`config.mk`:
```
export PLATFORM = sky130hd
export DESIGN_NAME = iomem_stream_mailbox
export DESIGN_NICKNAME = d
export VERILOG_FILES = /design/src/rtl/iomem_stream_mailbox.sv
export SDC_FILE = /design/constraint.sdc
export NUM_CORES = 1
export LEC_CHECK = 0
export ABC_AREA = 1
export CAP_MARGIN = 0
export CORE_UTILIZATION = 27
export CTS_BUF_LIST = sky130_fd_sc_hd__clkbuf_2
export DETAILED_ROUTE_END_ITERATION = 8
export PLACE_DENSITY = 0.4
export SLEW_MARGIN = 30
export SYNTH_ARGS = -nofsm -noshare
export SYNTH_HDL_FRONTEND = slang
export SYNTH_SLANG_ARGS = --single-unit
```
`constraint.sdc`:
```
create_clock -name clk -period 5.6 [get_ports clk]
set_input_delay 0.84 -clock clk [delete_from_list [all_inputs] [get_ports clk]]
set_output_delay 0.84 -clock clk [all_outputs]
set_load 0.02 [all_outputs]
```
`src/rtl/iomem_stream_mailbox.sv`:
```
// ---------------------------------------------------------------------------
// iomem_stream_mailbox
//
// Memory-mapped mailbox on the SoC iomem bus. CPU writes push words into a
// TX FIFO that an external valid/ready consumer drains. An external producer
// fills an RX FIFO that the CPU pops by reading.
//
// Register window (BASE_ADDR, 16 bytes, addr[1:0] ignored):
//   0x0 TXDATA  W: push wdata             R: 0
//   0x4 RXDATA  R: pop head (0 if empty)  W: ignored
//   0x8 STATUS  R: [0] tx_full [1] tx_empty [2] rx_full [3] rx_empty
//                  [4] tx_overflow [5] rx_underflow [11:8] tx_count
//                  [19:16] rx_count
//   0xC CTRL    [0] irq_en (R/W); write bit1 = flush, bit2 = clear sticky
//
// Ports:
//   clk, reset                       system clock, sync active-high reset
//   iomem_valid/ready/wstrb/addr/
//   iomem_wdata/rdata                CPU native port (responder side)
//   tx_data/tx_valid/tx_ready        TX stream out (show-ahead head)
//   rx_data/rx_valid/rx_ready        RX stream in
//   irq                              registered irq_en & !rx_empty
// ---------------------------------------------------------------------------
module iomem_stream_mailbox #(
  parameter logic [31:0] BASE_ADDR = 32'h0000_1000,
  parameter int          DEPTH     = 8,
  parameter int          AW        = 3
) (
  input  logic        clk,
  input  logic        reset,
  input  logic        iomem_valid,
  output logic        iomem_ready,
  input  logic [3:0]  iomem_wstrb,
  input  logic [31:0] iomem_addr,
  input  logic [31:0] iomem_wdata,
  output logic [31:0] iomem_rdata,
  output logic [31:0] tx_data,
  output logic        tx_valid,
  input  logic        tx_ready,
  input  logic [31:0] rx_data,
  input  logic        rx_valid,
  output logic        rx_ready,
  output logic        irq
);

  localparam logic [AW:0]   CNT_FULL = (AW+1)'(DEPTH);
  localparam logic [AW:0]   CNT_ONE  = (AW+1)'(1);
  localparam logic [AW-1:0] PTR_ONE  = AW'(1);

  typedef enum logic {S_IDLE, S_ACK} state_t;

  state_t        r_state;
  state_t        w_state_nxt;
  logic          w_access;

  logic [31:0]   r_tx_mem [DEPTH];
  logic [AW-1:0] r_tx_wp;
  logic [AW-1:0] r_tx_rp;
  logic [AW:0]   r_tx_cnt;

  logic [31:0]   r_rx_mem [DEPTH];
  logic [AW-1:0] r_rx_wp;
  logic [AW-1:0] r_rx_rp;
  logic [AW:0]   r_rx_cnt;

  logic          r_tx_ovf;
  logic          r_rx_unf;
  logic          r_irq_en;
  logic          r_irq;
  logic [31:0]   r_rdata;

  logic          w_sel;
  logic          w_wr;
  logic [1:0]    w_reg;
  logic          w_cpu_push;
  logic          w_cpu_pop;
  logic          w_ctrl_wr;
  logic          w_flush;
  logic          w_clr;
  logic          w_tx_full;
  logic          w_tx_empty;
  logic          w_rx_full;
  logic          w_rx_empty;
  logic          w_tx_push;
  logic          w_tx_pop;
  logic          w_rx_push;
  logic          w_rx_pop;
  logic [31:0]   w_status;
  logic [31:0]   w_rd_val;
  logic          w_unused_addr;

  // Byte offset within a word carries no meaning here.
  assign w_unused_addr = ^iomem_addr[1:0];

  assign w_sel = iomem_valid && (iomem_addr[31:4] == BASE_ADDR[31:4]);
  assign w_wr  = |iomem_wstrb;
  assign w_reg = iomem_addr[3:2];

  // Bus FSM: IDLE performs the access, ACK holds ready for exactly one cycle
  // and never looks at sel, so one request yields exactly one side effect.
  always_ff @(posedge clk) begin
    if (reset) r_state <= S_IDLE;
    else       r_state <= w_state_nxt;
  end

  always_comb begin
    w_state_nxt = r_state;
    w_access    = 1'b0;
    case (r_state)
      S_IDLE: begin
        if (w_sel) begin
          w_access    = ~reset;
          w_state_nxt = S_ACK;
        end
      end
      S_ACK:   w_state_nxt = S_IDLE;
      default: w_state_nxt = S_IDLE;
    endcase
  end

  assign iomem_ready = (r_state == S_ACK);
  assign iomem_rdata = r_rdata;

  // Access decode
  assign w_cpu_push = w_access &&  w_wr && (w_reg == 2'd0);
  assign w_cpu_pop  = w_access && !w_wr && (w_reg == 2'd1);
  assign w_ctrl_wr  = w_access &&  w_wr && (w_reg == 2'd3);
  assign w_flush    = w_ctrl_wr && iomem_wdata[1];
  assign w_clr      = w_ctrl_wr && iomem_wdata[2];

  assign w_tx_full  = (r_tx_cnt == CNT_FULL);
  assign w_tx_empty = (r_tx_cnt == '0);
  assign w_rx_full  = (r_rx_cnt == CNT_FULL);
  assign w_rx_empty = (r_rx_cnt == '0);

  // Full/empty are the pre-edge values, so a CPU push into a full TX FIFO is
  // dropped even if the stream pops in the same cycle, and a CPU pop of an
  // empty RX FIFO underflows even if the stream pushes in the same cycle.
  assign w_tx_push = w_cpu_push && !w_tx_full;
  assign w_tx_pop  = tx_valid && tx_ready;
  assign w_rx_push = rx_valid && rx_ready;
  assign w_rx_pop  = w_cpu_pop && !w_rx_empty;

  assign tx_data  = r_tx_mem[r_tx_rp];
  assign tx_valid = !w_tx_empty;
  assign rx_ready = !reset && !w_rx_full;
  assign irq      = r_irq;

  // TX FIFO control (flush wins over same-cycle stream traffic)
  always_ff @(posedge clk) begin
    if (reset || w_flush) begin
      r_tx_wp  <= '0;
      r_tx_rp  <= '0;
      r_tx_cnt <= '0;
    end else begin
      if (w_tx_push) r_tx_wp <= r_tx_wp + PTR_ONE;
      if (w_tx_pop)  r_tx_rp <= r_tx_rp + PTR_ONE;
      case ({w_tx_push, w_tx_pop})
        2'b10:   r_tx_cnt <= r_tx_cnt + CNT_ONE;
        2'b01:   r_tx_cnt <= r_tx_cnt - CNT_ONE;
        default: r_tx_cnt <= r_tx_cnt;
      endcase
    end
  end

  always_ff @(posedge clk) begin
    if (w_tx_push) r_tx_mem[r_tx_wp] <= iomem_wdata;
  end

  // RX FIFO control
  always_ff @(posedge clk) begin
    if (reset || w_flush) begin
      r_rx_wp  <= '0;
      r_rx_rp  <= '0;
      r_rx_cnt <= '0;
    end else begin
      if (w_rx_push) r_rx_wp <= r_rx_wp + PTR_ONE;
      if (w_rx_pop)  r_rx_rp <= r_rx_rp + PTR_ONE;
      case ({w_rx_push, w_rx_pop})
        2'b10:   r_rx_cnt <= r_rx_cnt + CNT_ONE;
        2'b01:   r_rx_cnt <= r_rx_cnt - CNT_ONE;
        default: r_rx_cnt <= r_rx_cnt;
      endcase
    end
  end

  always_ff @(posedge clk) begin
    if (w_rx_push && !w_flush) r_rx_mem[r_rx_wp] <= rx_data;
  end

  // Sticky flags, CTRL and interrupt
  always_ff @(posedge clk) begin
    if (reset) begin
      r_tx_ovf <= 1'b0;
      r_rx_unf <= 1'b0;
      r_irq_en <= 1'b0;
      r_irq    <= 1'b0;
    end else begin
      if (w_clr) begin
        r_tx_ovf <= 1'b0;
        r_rx_unf <= 1'b0;
      end else begin
        if (w_cpu_push && w_tx_full)  r_tx_ovf <= 1'b1;
        if (w_cpu_pop  && w_rx_empty) r_rx_unf <= 1'b1;
      end
      if (w_ctrl_wr) r_irq_en <= iomem_wdata[0];
      r_irq <= r_irq_en && !w_rx_empty;
    end
  end

  // Read data path
  always_comb begin
    w_status        = '0;
    w_status[0]     = w_tx_full;
    w_status[1]     = w_tx_empty;
    w_status[2]     = w_rx_full;
    w_status[3]     = w_rx_empty;
    w_status[4]     = r_tx_ovf;
    w_status[5]     = r_rx_unf;
    w_status[11:8]  = 4'(r_tx_cnt);
    w_status[19:16] = 4'(r_rx_cnt);
  end

  always_comb begin
    w_rd_val = '0;
    if (!w_wr) begin
      case (w_reg)
        2'd1:    if (!w_rx_empty) w_rd_val = r_rx_mem[r_rx_rp];
        2'd2:    w_rd_val = w_status;
        2'd3:    w_rd_val[0] = r_irq_en;
        default: w_rd_val = '0;
      endcase
    end
  end

  // rdata is only nonzero during the ACK cycle that follows the access.
  always_ff @(posedge clk) begin
    if (reset)         r_rdata <= '0;
    else if (w_access) r_rdata <= w_rd_val;
    else               r_rdata <= '0;
  end

endmodule
```
; Word-level counts from Yosys, hierarchy flattened
; Memory sizes are Yosys's and may differ from the RTL's. A register that Yosys moved wholly into a read port is not among the register bits.
; Cells that the tools add are included.
; W data, S select, Z words.
[word_totals]
ff_bits = 57
n_memories = 2
output_inout_bits = 68
ram_bits = 512
input_bits = 105
wordCells = 85
[classes]
mux = 17
n_reduce_logical = 33
bitwise_logic = 3
add_sub_neg = 8
eq_ne = 10
[mem_list]
columns = name, words, width, read_ports, rd_ports_with_merged_regs, wr, line
row1 = r_rx_mem, 8, 32, 1, 1, 1, 61  ; logic [31:0] r_rx_mem [DEPTH];
row2 = r_tx_mem, 8, 32, 1, 1, 1, 56  ; logic [31:0] r_tx_mem [DEPTH];
[ops]
columns = operator, n
row1 = $pmux W31 S2, 1
row2 = $mux W32, 1
row3 = $eq A28 B9 Y1 const B, 1
row4 = $logic_and A1 B1 Y1, 17
row5 = $pmux W4 S2, 2
row6 = $add A3 B1 Y3 const B, 4
row7 = $mux W3, 4
row8 = $add A4 B1 Y4 const B, 2
row9 = $eq A2 B2 Y1 const B, 4
row10 = $eq A4 B4 Y1 const B, 2
row11 = $logic_not A4 Y1, 2
row12 = $sub A4 B1 Y4 const B, 2
row13 = $logic_not A1 Y1, 7
row14 = $mux W1, 7
row15 = $eq A2 B1 Y1 const B, 3
row16 = $reduce_or A6 Y1, 1
row17 = $reduce_bool A2 Y1, 2
row18 = $reduce_or A4 Y1, 1
row19 = $not A1 Y1, 3
row20 = $pmux W1 S3, 1
row21 = $logic_not A2 Y1, 1
row22 = $pmux W1 S2, 1
row23 = $reduce_or A2 Y1, 1
row24 = $logic_or A1 B1 Y1, 1

; Logic depth before layout (Yosys ltp)
; Gate-level depths: netlist of the first run.
[logic_depth]
word_depth = 11
mapped_depth = 15
mapped_depth_nobuf = 15

; Worst setup path after synthesis of the first run
; No wires, ideal clock.
[synth_timing]
path_type = input-to-reg
startpoint = input port reset
endpoint = memory r_rx_mem[3][0], enable pin
required_time_ns = 5.139
arrival_ns = 4.053
path_buffers = 0
setup_ns = 0.461
slack_ns = 1.086
cell_stages = 5
path_cell_list = a31oi_1 > nand2_1 > nor2_1 > nand2_1 > nor3_1
[synth_via]
elab_chain_len = 10
word_cells_on_any_way = 13
cone_classes = mux: 4 / bitwise: 1 / reduce/logical: 8
[synth_lines]
columns = element, line
row1 = start: declaration, 30  ; input logic reset,
row2 = $not A1 Y1, 112  ; w_access = ~reset;
row3 = $mux W1, 111  ; if (w_sel) begin
row4 = $mux W1, 109  ; case (r_state)
row5 = $logic_and A1 B1 Y1 (2 in series), 127  ; assign w_ctrl_wr = w_access && w_wr && (w_reg == 2'd3);
row6 = $logic_and A1 B1 Y1, 128  ; assign w_flush = w_ctrl_wr && iomem_wdata[1];
row7 = $logic_not A1 Y1, 188  ; if (w_rx_push && !w_flush) r_rx_mem[r_rx_wp] <= rx_data;
row8 = $logic_and A1 B1 Y1 *, 188
row9 = $mux W1 *, 188
row10 = $mux W1 (not written as such) *, 188
row11 = end: declaration, 61
; Mark *: on every way between the ends. The rest lies on a longest branch, timed or not.

==> impl_metrics.py, run 1 <==
metrics = {
    "logic_synthesis": {
        "synth_top_family_by_area": "compound AO/OA/AOI/OAI gates",
        "syn_area_um2": 22400,
        "synth_seq_cells": 575,
        "synth_edf_count": 512,
        "synthMuxAreaShare": 0.0161,
        "synth_nets": 1854,
        "async_flop_share": 0,
        "synth_compound_area_frac": 0.102,
        "yosys-top-cells-area": "edfxtp_1 (69%), nor2_1 (7.0%), dfxtp_1 (5.6%), o21ai_0 (5.3%), mux2i_1 (1.6%)",
        "synth-xor-area-share": 0.00274,
        "syn_inst": 1733,
        "synthAdderAreaFrac": 0.00927,
        "synth_cell_type_count": 37,
        "yosysTopAreaCell": "edfxtp_1",
        "synth_top_area_frac": 0.686,
        "synth-simple-area-share": 0.100,
        "yosysWarnings": 0,
        "synth.avg_cell_area_um2": 12.9,
        "yosysSeqAreaShare": 0.743,
        "synth_flop_cell": "edfxtp_1",
    },
    "timing": {
        "tns_ps": 0,
        "hold_ws_ps": 221,
        "rsz0062_at_grt": "no",
        "clock.fmax_mhz": 196,
        "finalCriticalPeriod_ps": 5110,
        "finalCritPeriodShare": 0.912,
        "slew_violations": 0,
        "skew_ps": 84.8,
        "hold_violations": 0,
        "final.setup.worst_slack_ps": 491,
        "slew_headroom": 0.380,
        "finalSetupViolCount": 0,
        "worst_slew_pin_slew_ps": 930,
    },
    "floorplanning": {
        "die_w_um": 290,
        "fp.dieH_um": 290,
        "rows": 105,
        "die_area_um2": 84100,
        "core-area_um2": 82100,
        "ioPinCount": 173,
        "initial_core_util": 0.273,
    },
    "worst_setup_path": {
        "worstRegToRegCells": 5,
        "worstPathCellList": "buf_4 > buf_6 > o21ai_0 > o22ai_1 > nor2_1 > a31oi_1 > clkdlybuf4s50_1",
        "crit_arrival_ps": 4270,
        "cp_max_fo": 52,
        "cp.required_ps": 4760,
        "critPathMaxStageDelay_ps": 660,
        "cp-end-kind": "output port",
        "crit_type": "register to output port",
        "crit_end": "tx_data[24]",
        "start_kind": "register",
        "slowest_stage": "clkdlybuf4s50_1",
        "timing.rr.end": "iomem_rdata[28]",
        "regToRegSetupSlack_ps": 2960,
    },
    "power": {
        "power_density_nw_per_um2": 327,
        "p_leak_nw": 8.87,
        "vdd_drop_max_v": 0.000112,
        "power_mw": 8.78,
    },
    "cts": {
        "cts_setup_buffers": 0,
        "h-tree-depth": 4,
        "insertion_delay_ps": 1300,
        "cts_buffers": 161,
        "clock_sinks": 575,
        "cts.clk_slew.worst_paths_ps": 100,
        "cts_tree": "built",
        "cts.path.max_buffers": 3,
        "root_buffer": "clkbuf_2",
    },
    "detailed_routing": {
        "initialDrtViolationCount": 581,
        "route.detailed.drc": 0,
        "wl_per_cell_um": 18.9,
        "drtPass1Iterations": 6,
        "vias": 14500,
        "routed_wl_um": 60400,
        "via_per_inst": 4.52,
        "final_antenna_net_count": 0,
    },
    "global_route": {
        "grt_pass1_wl_um": 91100,
        "overflow": 0,
        "grt_pass1_vias": 14900,
        "grt_max_degree": 89,
        "met1_usage": 0.170,
        "use_met2": 0.249,
        "antenna_found_initial": 8,
        "met3_usage": 0.0388,
        "grt-busiest-layer": "met2",
        "grt_use_total": 0.144,
    },
    "place": {
        "port_buffers": 170,
        "dpl-instance-area_um2": 25300,
        "post-place-ws_ps": 1570,
        "routabilityCongestion": 0.755,
        "dp_hpwl_um": 31200,
        "dpl.cell_count": 2904,
    },
    "job": {
        "maxCapViolCount": 0,
    },
    "layout": {
        "finalNetCount": 2119,
        "layout-drive-gt1-share": 0.160,
        "areaGrowthSynthToFinish_pct": 19.8,
        "finalNonFillerCells": 3203,
        "fin_area_um2": 26800,
        "final_util": 0.327,
        "layout_common_cells": "edfxtp_1 (512), nor2_1 (420), clkbuf_2 (256)",
        "fillCellCount": 8229,
        "layout_commonest_cell": "edfxtp_1",
    },
    "worst_hold_path": {
        "hold_class": "input pin to register",
    },
    "status": {
        "status": "finished clean",
    },
}
logic make-up (layout without fill, tap and decap cells):
logic type      Yosys count  count (layout)
buf+inv                 143             537
other cells               0               6
compound gates          399             399
flops                   575             575
xor+xnor                  7               7
mux                      36              36
simple gates            557             557
fa+ha+maj                16              16
Yosys cell counts (2+ instances only):
master    count
xor2_1        5
o21ai_0     237
nor3_1       13
inv_2         5
nor2_4        4
buf_1         9
ha_1         15
a31oi_1      34
nand2_1      64
buf_2        25
mux2i_1      36
or2_2         3
a21oi_1      30
nand4_1       7
nor2_2        2
dfxtp_1      63
o221ai_1     36
nand3_1      37
o211ai_1     28
inv_1        39
nand2_2       2
o22ai_1      32
nor2_1      420
xnor2_1       2
clkbuf_1     57
buf_4         6
edfxtp_1    512
critical path: cells and delay by family (launching register included):
kind                   cells  cell delay, ps
buffers and inverters      3            1610
DFF                        1             640
AOI/OAI and AO/OA          3             640
and+or+nand+nor            1              60
layer usage:
layer,part of all wire,vias to the layer above
li1,-,6986
met1,0.42,7023
met4,0.024,10
met5,0.0011,-
met2,0.51,338
met3,0.048,119
state kept, by name, indices dropped and copies added (netlist names), 4 cells and up, named ones only:
register and cells:
r_rx_mem 256, r_tx_mem 256, iomem_rdata 32, r_rx_cnt 4, r_tx_cnt 4
power breakdown:
part / switching [mW] / internal [mW]
logic: 0.625 / 0.376
registers: 0.0492 / 4.69
clock network: 1.80 / 1.23
total: 2.48 / 6.30
how the worst min path moves through the flow:
stage | slack [ps] | start | to | depth (start not counted)
2_1_floorplan | 430 | r_rx_unf | r_rx_unf | 2
3_3_place_gp | 440 | r_rx_unf | r_rx_unf | 2
3_5_place_dp | 460 | r_rx_unf | r_rx_unf | 2
4_1_cts | 30 | rx_valid | r_rx_wp[1] | 3
5_1_grt | 90 | iomem_wdata[14] | r_tx_mem[7][14] | 1
6_report | 220 | rx_valid | r_rx_wp[1] | 3
layout make-up:
type / count / area, um2 / area share
multi-input combinational: 1015 / 5230 / 0.195
clock buffer: 256 / 1280 / 0.0477
sequential: 575 / 16600 / 0.620
clock inverter: 36 / 210 / 0.00783
antenna: 6 / 15.0 / 0.000559
timing repair buffer: 200 / 1940 / 0.0724
inverter: 45 / 174 / 0.00648
tap: 1070 / 1340 / 0.0499
repair_timing:
item	in CTS	in global routing
hold buffers	0	0
setup endpoints to repair	0	7
gates resized for setup	0	1
No activity file was read; power rests on OpenSTA's default activity.
==> inputs of run 2 (changes only) <==
Settings changed: CORE_UTILIZATION 27 to 45, PLACE_DENSITY 0.4 to 0.61.
==> run 2 against run 1 <==
Via count up 0.16%; cell area fell by 2.5%; critical path depth unchanged; critical endpoint is now tx_data[4]; clock power fell by 8.2%; hold slack improved by 43 ps; largest power group unchanged.
==> impl_metrics.py, run 2 (same netlist as run 1, synthesis figures left out) <==
metrics = {
    "power": {
        "power_density_nw_per_um2": 325,
        "power_mw": 8.50,
        "pwr-share-seq": 0.559,
        "p_leak_nw": 8.77,
        "p_switching_mw": 2.30,
        "comb_power_share": 0.113,
        "clock_power_share": 0.328,
        "vdd_drop_max_v": 0.000173,
        "power.internal_mw": 6.19,
        "swShare": 0.271,
    },
    "place": {
        "port_buffers": 170,
        "routabilityCongestion": 0.814,
        "dpl-instance-area_um2": 24900,
        "dp_hpwl_um": 27900,
    },
    "worst_setup_path": {
        "crit_arrival_ps": 4220,
        "regToRegSetupSlack_ps": 2820,
        "start_kind": "register",
        "worstReg2RegStart": "r_rx_cnt[2]",
        "timing.rr.end": "r_rx_mem[1][16]",
        "cp_max_fo": 52,
        "path_buf_inv": 3,
        "crit_type": "register to output port",
        "worstPathCellList": "inv_2 > buf_4 > o21ai_0 > o22ai_1 > nor2_1 > a31oi_1 > clkdlybuf4s50_1",
        "cp-end-kind": "output port",
        "crit_family": "buffers and inverters",
        "slowest_stage": "inv_2",
        "critPathMaxStageDelay_ps": 700,
        "worstRegToRegCells": 7,
        "cp.depth": 7,
        "cp.required_ps": 4760,
    },
    "floorplanning": {
        "die_w_um": 225,
        "fp.dieH_um": 225,
        "die_area_um2": 50700,
        "initial_core_util": 0.457,
        "core-area_um2": 49100,
        "ioPinCount": 173,
        "rows": 81,
    },
    "cts": {
        "h-tree-depth": 4,
        "cts_buffers": 150,
        "ctsHoldBuffers": 0,
        "root_buffer": "clkbuf_2",
        "clock_sinks": 575,
        "insertion_delay_ps": 1280,
        "cts_resized": 0,
        "cts.path.max_buffers": 3,
        "cts_setup_buffers": 0,
        "cts_tree": "built",
        "cts.clk_slew.worst_paths_ps": 100,
    },
    "detailed_routing": {
        "vias": 14500,
        "wl_per_cell_um": 18.7,
        "initialDrtViolationCount": 854,
        "route.detailed.drc": 0,
        "final_antenna_net_count": 0,
        "drtPass1Iterations": 5,
        "routed_wl_um": 51700,
        "via_per_inst": 5.24,
    },
    "timing": {
        "finalCritPeriodShare": 0.904,
        "clock.fmax_mhz": 198,
        "finalCriticalPeriod_ps": 5060,
        "skew_ps": 71.7,
        "slew_violations": 0,
        "slew_headroom": 0.407,
        "hold_violations": 0,
        "rsz0062_at_grt": "no",
        "finalSetupViolCount": 0,
        "worst_slew_pin_slew_ps": 885,
        "tns_ps": 0,
    },
    "worst_hold_path": {
        "hold_class": "input pin to register",
        "min-delay-start": "rx_valid",
        "holdPathEnd": "r_rx_wp[1]",
        "hold-path-cell-count": 3,
    },
    "layout": {
        "layout-drive-gt1-share": 0.149,
        "fin_area_um2": 26200,
        "layout_common_cells": "edfxtp_1 (512), nor2_1 (420), o21ai_0 (237)",
        "layout_commonest_cell": "edfxtp_1",
        "finalNetCount": 2112,
        "areaGrowthSynthToFinish_pct": 16.9,
    },
    "job": {
        "maxCapViolCount": 0,
    },
    "global_route": {
        "antenna_found_initial": 6,
        "grt_pass1_wl_um": 79700,
        "grt_pass1_vias": 14600,
        "grt_use_total": 0.208,
        "overflow": 0,
        "grt_max_degree": 90,
    },
    "status": {
        "status": "finished clean",
    },
}
[run 2: cell count changes in the layout (fill, tap and decap cells not counted), sizes merged]
cell	delta
clkinvlp	+1
diode	-4
bufinv	+1
clkbuf	-26
clkinv	-5
buf	+4
[run 2: worst reg2reg max path, stage by stage (launching register included)]
cell     delay [ps]
dfxtp_1         420
inv_1            80
a31oi_1         340
nand2_1         240
nor2_1          180
nand2_1         180
nor3_2          710
buf_12          300
[run 2: how the worst max path moves through the flow]
stage,endpoint,from,slack [ps]
after floorplan,r_rx_mem[3][0],reset,1090
after global placement,tx_data[28],register,1720
after detailed placement,tx_data[28],register,1730
after CTS,tx_data[28],register,260
after global routing,tx_data[30],register,100
final,tx_data[4],register,540
[run 2: power by group through the flow]
stage / logic (mW) / clock network [mW] / registers (mW)
finish: 0.960 / 2.79 / 4.75
global route: 1.06 / 3.12 / 4.76
CTS: 0.971 / 2.89 / 4.75
detailed placement: 0.967 / 0 / 4.85
global placement: 0.950 / 0 / 4.85
floorplan: 0.596 / 0 / 4.80
[run 2: final cells by class]
| type | instances | area, um2 |
|---|---|---|
| fill | 4306 | 22900 |
| sequential | 575 | 16600 |
| multi-input combinational | 1015 | 5230 |
| timing repair buffer | 204 | 1990 |
| clock buffer | 230 | 1150 |
| tap | 664 | 831 |
| inverter | 45 | 171 |
| clock inverter | 33 | 163 |
| antenna | 2 | 5.00 |
[run 2: routing by layer]
metal	track usage	routed length [um]
met1	0.251	21800
met2	0.354	26000
met3	0.0597	2890
met4	0.0781	853
met5	0	56
[run 2: per-stage QoR]
stage | hold slack [ps] | cells | setup WS (ps) | utilization
3_5_place_dp | 448 | 2503 | 1730 | 0.507
6_report | 264 | 2768 | 540 | 0.534
5_1_grt | 100 | 2768 | 95.5 | 0.534
4_1_cts | 83.4 | 2766 | 258 | 0.534
2_1_floorplan | 426 | 1733 | 1090 | -
3_3_place_gp | 436 | 2503 | 1720 | 0.507
==> inputs of run 3 (changes only) <==
Settings changed: DONT_BUFFER_PORTS set to 1, PLACE_DENSITY 0.61 to 0.57, SETUP_SLACK_MARGIN set to 0.05.
==> run 3 against run 2 <==
Largest cell class unchanged; sequential cell count unchanged; power is 1.8% lower; critical path depth grew 10; cell area shrank 3.5%; critical endpoint is now r_tx_ovf; worst setup slack worse by 11 ps; sequential share of layout area is 2.3 points higher.
==> impl_metrics.py, run 3 (same netlist as run 1, synthesis figures left out) <==
metrics = {
    "status": {
        "status": "finished clean",
    },
    "worst_setup_path": {
        "crit_type": "input pin to register",
        "timing.rr.end": "r_rx_mem[6][26]",
        "crit_arrival_ps": 6290,
        "regToRegSetupSlack_ps": 2340,
        "worstRegToRegCells": 7,
        "start_kind": "input pin",
        "cp_max_fo": 5,
        "worstReg2RegStart": "r_rx_cnt[2]",
        "cp.required_ps": 6820,
        "cp-end-kind": "register",
        "crit_start": "iomem_addr[4]",
    },
    "floorplanning": {
        "die_area_um2": 50700,
        "core-area_um2": 49100,
        "fp.dieH_um": 225,
        "ioPinCount": 173,
        "die_w_um": 225,
        "initial_core_util": 0.457,
        "rows": 81,
    },
    "cts": {
        "cts.path.max_buffers": 3,
        "cts_resized": 0,
        "cts_setup_buffers": 0,
        "h-tree-depth": 4,
        "cts.clk_slew.worst_paths_ps": 110,
        "clock_sinks": 575,
        "cts_buffers": 147,
        "insertion_delay_ps": 1270,
        "cts_tree": "built",
        "ctsHoldBuffers": 84,
        "root_buffer": "clkbuf_2",
    },
    "detailed_routing": {
        "routed_wl_um": 51200,
        "wl_per_cell_um": 19.2,
        "initialDrtViolationCount": 875,
        "final_antenna_net_count": 0,
        "vias": 14000,
        "via_per_inst": 5.26,
        "route.detailed.drc": 0,
        "drtPass1Iterations": 5,
    },
    "layout": {
        "layout_common_cells": "edfxtp_1 (512), nor2_1 (420), o21ai_0 (237)",
        "layout_commonest_cell": "edfxtp_1",
        "finalNetCount": 2018,
        "layout-drive-gt1-share": 0.152,
        "areaGrowthSynthToFinish_pct": 12.7,
    },
    "power": {
        "power_density_nw_per_um2": 330,
        "p_leak_nw": 8.43,
        "power_mw": 8.34,
        "vdd_drop_max_v": 0.000157,
    },
    "job": {
        "maxCapViolCount": 0,
    },
    "global_route": {
        "grt_pass1_vias": 14000,
        "overflow": 0,
        "grt_use_total": 0.205,
        "grt_max_degree": 87,
        "grt_pass1_wl_um": 78000,
        "antenna_found_initial": 9,
    },
    "place": {
        "dp_hpwl_um": 26400,
        "routabilityCongestion": 0.784,
        "port_buffers": 0,
    },
    "timing": {
        "finalSetupViolCount": 0,
        "rsz0062_at_grt": "no",
        "finalCritPeriodShare": 0.906,
        "skew_ps": 75.1,
        "slew_headroom": 0.347,
        "slew_violations": 0,
        "finalCriticalPeriod_ps": 5070,
        "tns_ps": 0,
        "hold_ws_ps": 251,
        "hold_violations": 0,
        "worst_slew_pin_slew_ps": 979,
        "clock.fmax_mhz": 197,
    },
    "worst_hold_path": {
        "hold_class": "input pin to register",
        "holdPathEnd": "r_tx_wp[0]",
        "min-delay-start": "iomem_addr[20]",
        "hold-path-cell-count": 9,
    },
}
==> run 3: changes by cell type in the layout (fill, tap and decap cells not counted), moves of 6 or more <==
cell             change
diode_2              +6
dlygate4sd3_1       +84
clkbuf_2             -7
clkinv_1             -9
clkdlybuf4s50_1    -170
==> run 3: layer usage <==
layer / track usage / wire, um / up-vias / part of all wire
met5: 0 / 41 / - / 0.00080
met4: 0.0987 / 1200 / 6 / 0.023
met3: 0.0551 / 2740 / 86 / 0.054
met2: 0.350 / 26000 / 343 / 0.51
met1: 0.241 / 21200 / 6828 / 0.41
li1: - / - / 6759 / -
==> run 3: metrics by stage <==
step                 util  setup WS [ps]  cell area (um2)  cells
CTS                 0.514            751            25200   2660
global route        0.515            488            25300   2667
finish              0.515            529            25300   2668
detailed placement  0.471           1980            23100   2328
floorplan               -           1090            22400   1733
global placement    0.471           1860            23100   2328
==> run 3: critical path, stage by stage <==
cell	delay, ps
dlygate4sd3_1	550
nor2_1	90
dlygate4sd3_1	550
nand2_1	40
dlygate4sd3_1	550
nor2_1	90
dlygate4sd3_1	570
nand2_1	60
dlygate4sd3_1	590
nor2_4	150
dlygate4sd3_1	700
nand3_2	140
dlygate4sd3_1	580
o21bai_1	120
inv_1	50
nor2_1	80
dlygate4sd3_1	550
==> run 3: how the worst max path moves through the flow <==
stage,endpoint,cells past startpoint
3_3_place_gp,r_rx_mem[0][1],8
4_1_cts,tx_data[1],5
5_1_grt,r_tx_mem[3][22],16
2_1_floorplan,r_rx_mem[3][0],5
3_5_place_dp,r_rx_mem[6][25],6
6_report,r_tx_ovf,17
==> run 3: report_power, final <==
part	switching (mW)	internal (mW)	total [mW]
clock network	1.62	1.18	2.80
registers	0.0562	4.69	4.75
logic	0.568	0.226	0.794
total	2.24	6.10	8.34
==> run 3: cell type report <==
class,count,area [um2]
tap,664,831
clock buffer,223,1120
sequential,575,16600
clock inverter,25,180
fill,4345,23800
timing repair buffer,113,1060
inverter,45,175
antenna,8,20.0
multi-input combinational,1015,5230
